### src/rtl/run_length_fsm_if.sv
// Switch/LED side bundle for run_length_fsm: serial input, enable and
// counter clear towards the detector; detect, run value, state views and
// detection count back towards the LED bank.
interface run_length_fsm_if #(
  parameter int RUN_LEN = 2,
  parameter int CNT_W   = 8
);
  localparam int NS = 2 * RUN_LEN + 1;
  localparam int SW = $clog2(NS);

  logic             w;
  logic             en;
  logic             clr_cnt;
  logic             z;
  logic             run_val;
  logic [SW-1:0]    state_idx;
  logic [NS-1:0]    state_onehot;
  logic [CNT_W-1:0] match_count;

  modport master (
    output w, en, clr_cnt,
    input  z, run_val, state_idx, state_onehot, match_count
  );

  modport slave (
    input  w, en, clr_cnt,
    output z, run_val, state_idx, state_onehot, match_count
  );
endinterface

### src/rtl/run_length_fsm.sv
// Run-length detector: z is asserted while w has held one value for RUN_LEN
// consecutive enabled clocks. State index 0 is IDLE, 1..RUN_LEN count a run
// of zeros, RUN_LEN+1..2*RUN_LEN count a run of ones. The state register is
// stored binary or one-hot; any code that is not a legal state is reported
// as IDLE on the outputs and falls back to IDLE on the next enabled clock.
module run_length_fsm #(
  parameter int    RUN_LEN  = 2,
  parameter string ENCODING = "BINARY",
  parameter int    CNT_W    = 8
) (
  input  logic             clk,
  input  logic             reset,
  run_length_fsm_if.slave  bus
);
  localparam int NS     = 2 * RUN_LEN + 1;
  localparam int SW     = $clog2(NS);
  localparam bit ONEHOT = (ENCODING == "ONEHOT");
  localparam int RW     = ONEHOT ? NS : SW;

  localparam logic [SW-1:0]    IDX_IDLE       = SW'(0);
  localparam logic [SW-1:0]    IDX_ZERO_FIRST = SW'(1);
  localparam logic [SW-1:0]    IDX_ZERO_LAST  = SW'(RUN_LEN);
  localparam logic [SW-1:0]    IDX_ONE_FIRST  = SW'(RUN_LEN + 1);
  localparam logic [SW-1:0]    IDX_ONE_LAST   = SW'(2 * RUN_LEN);
  localparam logic [CNT_W-1:0] CNT_MAX        = {CNT_W{1'b1}};

  typedef enum logic [1:0] {
    KIND_IDLE = 2'd0,
    KIND_ZERO = 2'd1,
    KIND_ONE  = 2'd2,
    KIND_BAD  = 2'd3
  } stateKind_e;

  // Integrity check of a raw register code: one-hot needs exactly one bit
  // set, binary needs a value below the state count.
  function automatic logic codeValid(input logic [RW-1:0] code);
    int   ones;
    logic ok;
    ones = 0;
    if (ONEHOT) begin
      for (int i = 0; i < RW; i++) begin
        ones = ones + int'(code[i]);
      end
      ok = (ones == 1);
    end else begin
      ok = (int'(code) < NS);
    end
    return ok;
  endfunction

  // Register code to state index (only meaningful for a valid code).
  function automatic logic [SW-1:0] codeToIdx(input logic [RW-1:0] code);
    logic [SW-1:0] idx;
    idx = SW'(0);
    if (ONEHOT) begin
      for (int i = 0; i < RW; i++) begin
        idx = code[i] ? SW'(i) : idx;
      end
    end else begin
      idx = SW'(code);
    end
    return idx;
  endfunction

  // State index to register code in the selected encoding.
  function automatic logic [RW-1:0] idxToCode(input logic [SW-1:0] idx);
    return ONEHOT ? (RW'(1'b1) << idx) : RW'(idx);
  endfunction

  logic [RW-1:0]    stateReg_r;
  logic [CNT_W-1:0] count_r;
  logic [RW-1:0]    nextCode_s;
  logic [SW-1:0]    curIdx_s;
  logic [SW-1:0]    nextIdx_s;
  logic             curTerm_s;
  logic             nextTerm_s;
  logic             z_s;
  logic             runVal_s;
  stateKind_e       curKind_s;

  // Decode the current state, pick the next state from w and form the Moore outputs.
  always_comb begin
    curIdx_s   = IDX_IDLE;
    curKind_s  = KIND_BAD;
    nextIdx_s  = IDX_IDLE;
    if (codeValid(stateReg_r)) begin
      curIdx_s = codeToIdx(stateReg_r);
      if (curIdx_s == IDX_IDLE) begin
        curKind_s = KIND_IDLE;
      end else if (curIdx_s <= IDX_ZERO_LAST) begin
        curKind_s = KIND_ZERO;
      end else begin
        curKind_s = KIND_ONE;
      end
    end else begin
      curIdx_s  = IDX_IDLE;
      curKind_s = KIND_BAD;
    end

    case (curKind_s)
      KIND_IDLE: nextIdx_s = bus.w ? IDX_ONE_FIRST : IDX_ZERO_FIRST;
      KIND_ZERO: begin
        if (bus.w) begin
          nextIdx_s = IDX_ONE_FIRST;
        end else if (curIdx_s == IDX_ZERO_LAST) begin
          nextIdx_s = curIdx_s;
        end else begin
          nextIdx_s = curIdx_s + SW'(1);
        end
      end
      KIND_ONE: begin
        if (!bus.w) begin
          nextIdx_s = IDX_ZERO_FIRST;
        end else if (curIdx_s == IDX_ONE_LAST) begin
          nextIdx_s = curIdx_s;
        end else begin
          nextIdx_s = curIdx_s + SW'(1);
        end
      end
      KIND_BAD: nextIdx_s = IDX_IDLE;
      default:  nextIdx_s = IDX_IDLE;
    endcase

    nextCode_s = idxToCode(nextIdx_s);
    curTerm_s  = (curIdx_s == IDX_ZERO_LAST) || (curIdx_s == IDX_ONE_LAST);
    nextTerm_s = (nextIdx_s == IDX_ZERO_LAST) || (nextIdx_s == IDX_ONE_LAST);
    z_s        = curTerm_s;
    runVal_s   = (curKind_s == KIND_ONE);
  end

  // State register: advances only on enabled clocks.
  always_ff @(posedge clk or posedge reset) begin
    if (reset) begin
      stateReg_r <= idxToCode(IDX_IDLE);
    end else if (bus.en) begin
      stateReg_r <= nextCode_s;
    end else begin
      stateReg_r <= stateReg_r;
    end
  end

  // Saturating count of entries into a terminal state; clear wins over increment.
  always_ff @(posedge clk or posedge reset) begin
    if (reset) begin
      count_r <= CNT_W'(0);
    end else if (bus.clr_cnt) begin
      count_r <= CNT_W'(0);
    end else if (bus.en && nextTerm_s && !curTerm_s && (count_r != CNT_MAX)) begin
      count_r <= count_r + CNT_W'(1);
    end else begin
      count_r <= count_r;
    end
  end

  assign bus.z            = z_s;
  assign bus.run_val      = runVal_s;
  assign bus.state_idx    = curIdx_s;
  assign bus.state_onehot = NS'(1'b1) << curIdx_s;
  assign bus.match_count  = count_r;
endmodule

### src/flat_wrapper.sv
// flat-port wrapper written by rule: the top's interface ports become plain ports
module run_length_fsm_flat 
#(
  parameter int    RUN_LEN  = 2,
  parameter string ENCODING = "      ",
  parameter int    CNT_W    = 8
)
  (clk, reset, bus_w, bus_en, bus_clr_cnt, bus_z, bus_run_val, bus_state_idx, bus_state_onehot, bus_match_count);
  run_length_fsm_if #(.RUN_LEN(RUN_LEN), .CNT_W(CNT_W)) bus_i ();
  input  logic clk;
  input  logic reset;
  input wire logic [$bits(bus_i.w)-1:0] bus_w;
  input wire logic [$bits(bus_i.en)-1:0] bus_en;
  input wire logic [$bits(bus_i.clr_cnt)-1:0] bus_clr_cnt;
  output wire logic [$bits(bus_i.z)-1:0] bus_z;
  output wire logic [$bits(bus_i.run_val)-1:0] bus_run_val;
  output wire logic [$bits(bus_i.state_idx)-1:0] bus_state_idx;
  output wire logic [$bits(bus_i.state_onehot)-1:0] bus_state_onehot;
  output wire logic [$bits(bus_i.match_count)-1:0] bus_match_count;
  assign bus_i.w = bus_w;
  assign bus_i.en = bus_en;
  assign bus_i.clr_cnt = bus_clr_cnt;
  assign bus_z = bus_i.z;
  assign bus_run_val = bus_i.run_val;
  assign bus_state_idx = bus_i.state_idx;
  assign bus_state_onehot = bus_i.state_onehot;
  assign bus_match_count = bus_i.match_count;
  run_length_fsm #(.RUN_LEN(RUN_LEN), .ENCODING(ENCODING), .CNT_W(CNT_W)) u_core (.clk(clk), .reset(reset), .bus(bus_i));
endmodule
### config.mk
export PLATFORM = sky130hd
export DESIGN_NAME = run_length_fsm_flat
export DESIGN_NICKNAME = d
export VERILOG_FILES = /design/src/rtl/run_length_fsm_if.sv /design/src/rtl/run_length_fsm.sv /design/src/flat_wrapper.sv
export SDC_FILE = /design/constraint.sdc
export NUM_CORES = 1
export LEC_CHECK = 0
export CAP_MARGIN = 20
export CORE_UTILIZATION = 30
export CTS_CLUSTER_SIZE = 30
export DETAILED_ROUTE_END_ITERATION = 10
export SLEW_MARGIN = 20
export SYNTH_ARGS = -nofsm -noshare
export SYNTH_HDL_FRONTEND = slang
export SYNTH_SLANG_ARGS = --single-unit
### constraint.sdc
create_clock -name clk -period 4.75 [get_ports clk]
set_clock_uncertainty 0.2 [all_clocks]
set_input_delay 0.7125 -clock clk [delete_from_list [all_inputs] [get_ports clk]]
set_output_delay 0.7125 -clock clk [all_outputs]
set_load 0.005 [all_outputs]
# == After elaboration in Yosys (flattened, before gate mapping) ==
# Index checks and enable logic that the tools add are counted.
# op_classes
n_div,0
mul,0
eq_ne,8
n_reduce_logical,9
add_sub_neg,2
mux,13
bitwise,0
order_cmp,2
n_shift,1
# ops
op,n
3-bit 2-to-1 mux,6
8-bit 2-to-1 mux,2
3-bit case mux with 4 select lines,1
"8-bit by 1-bit adder with 8-bit output, second input constant",1
2-bit 2-to-1 mux,4
"8-bit inequality test, second input constant",1
"3-bit by 2-bit equality test with 1-bit output, second input constant",2
"3-bit equality test, second input constant",2
"1-bit by 3-bit << shifter with 5-bit output, first input constant",1
"2-bit equality test, second input constant",2
"3-bit by 1-bit adder with 3-bit output, second input constant",1
"3-bit by 2-bit less-or-equal comparator with 1-bit output, second input constant",1
1-bit logical AND,3
3-bit zero test,1
"3-bit < comparator, second input constant",1
"2-bit by 1-bit equality test with 1-bit output, second input constant",1
2-bit zero test,1
1-bit logical OR,2
2-bit nonzero test,1
1-bit zero test,1
# totals
latch_bits,0
regBits,11
inputBits,5
elab_cells,37
mem_count,0
rom_bits,0
mem_bits_rw,0
output_inout_bits,18

# == Longest topological paths before layout ==
# logic_depth
depth_word,15
depth_mapped,13
ltp_nobuf,12

# == Worst setup path before layout ==
# No wires, ideal clock.
# synth_timing
path_type,register to register
startpoint,register u_core.stateReg_r[0]
endpoint,"register u_core.count_r[7], in the netlist u_core.bus.match_count[7]"
setup_slack_ns,1.718
arrival_ns,2.712
synth_period_minus_slack_ns,3.032
required_time_ns,4.430
setup_time_ns,0.120
path_buffers,2
path_stages_with_launch,12
cell_sequence,dfrtp_1 buf_6 or3b_1 buf_6 ha_1 nor2b_1 o32ai_4 a31oi_1 or3_4 a21boi_4 a311oi_1 a41o_1
# synth_via
elab_chain_len,13
word_cells_on_any_way,29
cone_classes,add/sub: 1; order compare: 2; eq/ne: 7; mux: 10; reduce/logical: 9
# synth_lines
item,line_no,source
start: declaration,run_length_fsm.sv:70,logic [RW-1:0] stateReg_r;
start signal: assignment,run_length_fsm.sv:134,stateReg_r <= idxToCode(IDX_IDLE);
start signal: assignment,run_length_fsm.sv:136,stateReg_r <= nextCode_s;
start signal: assignment,run_length_fsm.sv:138,stateReg_r <= stateReg_r;
"parallel branches: the longest is 10 deep, another holds 3-bit < comparator",n/a,
1-bit logical AND * (2 in series),run_length_fsm.sv:148,end else if (bus.en && nextTerm_s && !curTerm_s && (count_r != CNT_MAX)) begin
2-bit nonzero test (no line) *,n/a,
end signal: assignment,run_length_fsm.sv:149,count_r <= count_r + CNT_W'(1);
end signal: assignment,run_length_fsm.sv:151,count_r <= count_r;
end: declaration,run_length_fsm.sv:71,logic [CNT_W-1:0] count_r;
# Mark *: on every way between the ends. The select of a mux whose other input is x is not followed.
# A chain may end at the register's enable or synchronous reset.

# == Worst setup path after layout ==
# Same ends and word-level chain as after synthesis.

==> impl_results.md <==
- Status: complete, but fails checks
- Failing checks: DRC
- Resized Gates After CTS: 0
- Fin. max-slew vios: 0
- Worst setup margin: approximately 1400 ps
- Area delta synth->final: 26.8%
- Tmin final: 3350 ps
- CP delay by family, top: simple AND/OR/NAND/NOR gates
- Top-area cell type share of the netlist area: roughly 30%
- Total inserted antenna cells: 0
- Global-route wire length before repair: 3.46 mm
- CP Data Required Time: 4720 ps
- Die width: roughly 58 um
- Root Buffer: clkbuf_4
- Clock sinks: 11
- Synth Area in Adders: 8.11%
- Drt wl/cell: roughly 13 um
- Pin count of the biggest net entering global routing: 12
- Worst r2r path cells: 9
- Main combinational cell family by area after synthesis: simple AND/OR/NAND/NOR gates
- Unrepaired setup endpoints after global routing: no
- Peak supply drop: between 0.2 and 0.25 mV
- Grt ovf: 0
- Synth Flop Type: dfrtp_1
- Final hold vios: 0
- Fmax: 299 MHz
- R2R Path End: u_core.bus.match_count[7]
- Hold/Removal Path Class: reg2reg
- Hold_ws: approximately 400 ps
- Mux contribution to synthesized area: 2.30%
- Post-synthesis sequential area ratio: 29.7%
- Yosys reg bits: 11
- Die ar.: 3310 um^2
- Yosys top cell by area: dfrtp_1
- Worst slew margin: between 40% and 50%
- Crit path kind: reg2reg
- Clk pin slew, worst setup/hold paths: ~70 ps
- Share of cells above drive strength 1: 8.94%
- Post-synth top cells: inv_1 (12), dfrtp_1 (11), nor2_1 (11)
- I/O pin count: 23
- Syn Inst Count: a little over 100
- Top cells by area, synth: dfrtp_1 (30%), ha_1 (8.1%), inv_1 (4.9%), nor2_1 (4.5%), xnor2_1 (3.8%)
- Drt first pass iters: 7
- Power Total: ~610 uW
- Cell Count Post-Placement: 150
- H-Tree Level Count: 1
- Most numerous cell in the Yosys netlist: inv_1
- Setup_tns: 0 ps
- Initial Util: between 30% and 40%
- Total global-route track usage: approximately an eighth
- CP startpoint kind: flip-flop
- Clock Path Buffers: 2
- Final Instance Count excl. Fillers: between 150 and 200
- Reg2reg setup slack: about 1400 ps
- # DRC: 2
- Routed WL: ~2.0 mm
- Least-Margin Pin Slew: ~770 ps
- Critical path's slowest cell: or3b_1
- CTS tree: built
- Avg Inst Size Synth: between 8 and 9 um^2
- PD cells: 520 nW/um^2
- Asr flop ratio synth: 100%
- Number of flops mapped to enable cells by yosys: 0
- # rows: 19
- Hpwl dp: 1.52 mm
- PortBufs: 22
- Crit. path cell count: 9
- Post-synthesis simple-gate area fraction: roughly a quarter
- Core area: 2830 um^2
- CP Capture Point: u_core.bus.match_count[7]
- Worst Path Max Fanout: 10
- R2R Path Start: u_core.stateReg_r[0]
- Worst skew pair latency: approximately 270 ps
- Finish-stage setup viols: 0
- Critical Path AT: about 3300 ps
- Setup crit end kind: flip-flop
- Slowest stage delay, CP: 560 ps
- Mapped Area: just over 900 um^2
- Routability cong.: about 0.85
- Synth Net Count: ~110
- CP startpoint: u_core.stateReg_r[0]
- TritonCTS Buffers: 3
- Layout Nets: roughly 140
- Routed Antenna Nets: 0
- Dpl ws: ~1200 ps
- Hold buffer count at cts: 0
- Cell Chain, Critical Path: or3b_1 > ha_1 > nor2b_1 > o32ai_4 > a31oi_1 > or3_4 > a21boi_4 > a311oi_1 > a41o_1
- CP bufs+invs: 0
- Via count: just over 800
- Period utilization: 70.4%
- Synth Area in Compound Gates: ~23%
- Die Y: about 58 um
- Initial antenna violation count: 0
- Max_cap viols: 0
- Leak Pwr: 0.495 nW
- Postcts setup bufs: 0
- Synth Area in XOR/XNOR: approximately 4.7%
- DR iter-0 viols: 15
- Vias in the first global route: ~770
- Yosys cell types: around 40
- Yosys warning count: 0
- Via density: 5.29
==> area by class of cell <==
cell class / count / area (um^2)
clock buffers: 3 / 22.5
clock inverters: 1 / 5.00
fillers: 287 / 1660
inverters: 12 / 45.0
multi-input cells: 74 / 567
flip-flops and latches: 11 / 275
well taps: 31 / 38.8
repair buffers: 22 / 220
==> power by group <==
part | internal, mW | switching, mW | total [mW]
logic | 0.209 | 0.195 | 0.405
clock network | 0.0312 | 0.0340 | 0.0652
registers | 0.108 | 0.0322 | 0.140
total | 0.348 | 0.261 | 0.610
==> worst min path at each step <==
stage | to | cells past startpoint | from
CTS | u_core.bus.match_count[4] | 2 | u_core.bus.match_count[4]
finish | u_core.bus.match_count[4] | 2 | u_core.bus.match_count[4]
global placement | u_core.bus.match_count[1] | 2 | u_core.bus.match_count[1]
global route | u_core.bus.match_count[4] | 2 | u_core.bus.match_count[4]
detailed placement | u_core.bus.match_count[5] | 3 | u_core.bus.match_count[5]
floorplan | u_core.bus.match_count[1] | 2 | u_core.bus.match_count[1]
==> per-stage QoR <==
| step | area, um^2 | util (%) |
|---|---|---|
| 6_report | 1170 | 41.5 |
| 2_1_floorplan | 926 | - |
| 3_5_place_dp | 1150 | 40.5 |
| 3_3_place_gp | 1150 | 40.5 |
| 4_1_cts | 1170 | 41.5 |
| 5_1_grt | 1170 | 41.5 |
==> worst register-to-register path: stages (launching register included) <==
cell and delay [ps]:
dfrtp_1 490, or3b_1 560, ha_1 420, nor2b_1 180
o32ai_4 260, a31oi_1 110, or3_4 370, a21boi_4 280
a311oi_1 140, a41o_1 220
==> sequential cells by signal (all words and copies together) (netlist names) <==
signal and cells:
u_core.bus.match_count 8, u_core.stateReg_r 3
==> logic make-up (layout without fill, tap and decap cells) <==
kind of cell | Yosys count | count (layout)
multiplexers | 2 | 2
buffers and inverters | 18 | 38
AND/OR/NAND/NOR | 36 | 36
flip-flops | 11 | 11
XOR/XNOR | 5 | 5
adder cells (fa/ha/maj) | 6 | 6
AO/OA/AOI/OAI | 25 | 25
==> metal layers <==
metal	track usage, %	share of wire [%]	vias to the layer above
li1	-	-	406
met1	16.2	45	378
met2	23.4	47	26
met3	1.81	5.8	5
met4	5.23	1.3	0
met5	0	0	-
==> layout by cell type (no fill, tap or decap) <==
master           instances
xnor2_1                  4
o41ai_1                  1
a211o_1                  1
o31a_1                   1
nand2_1                  4
a41o_1                   1
nor3_1                   1
a21oi_1                  6
xor2_1                   1
clkdlybuf4s50_1         22
mux2i_1                  1
nand3_1                  1
a21boi_4                 1
nor2b_1                  3
o32ai_4                  1
and2_1                   5
inv_1                   12
dfrtp_1                 11
a31oi_1                  1
o21ai_0                  3
clkbuf_4                 3
a2111oi_0                1
a31o_2                   2
ha_1                     6
nor4b_4                  1
o311ai_0                 1
nor2_1                  11
nand4_1                  2
clkinv_2                 1
a311oi_1                 1
or3b_1                   1
o211ai_1                 1
nand4b_1                 1
a21o_1                   1
a211oi_1                 1
and3_1                   3
mux2_2                   1
and4_1                   2
or3_4                    1
o2bb2ai_1                1
(Power assumes the default switching activity.)
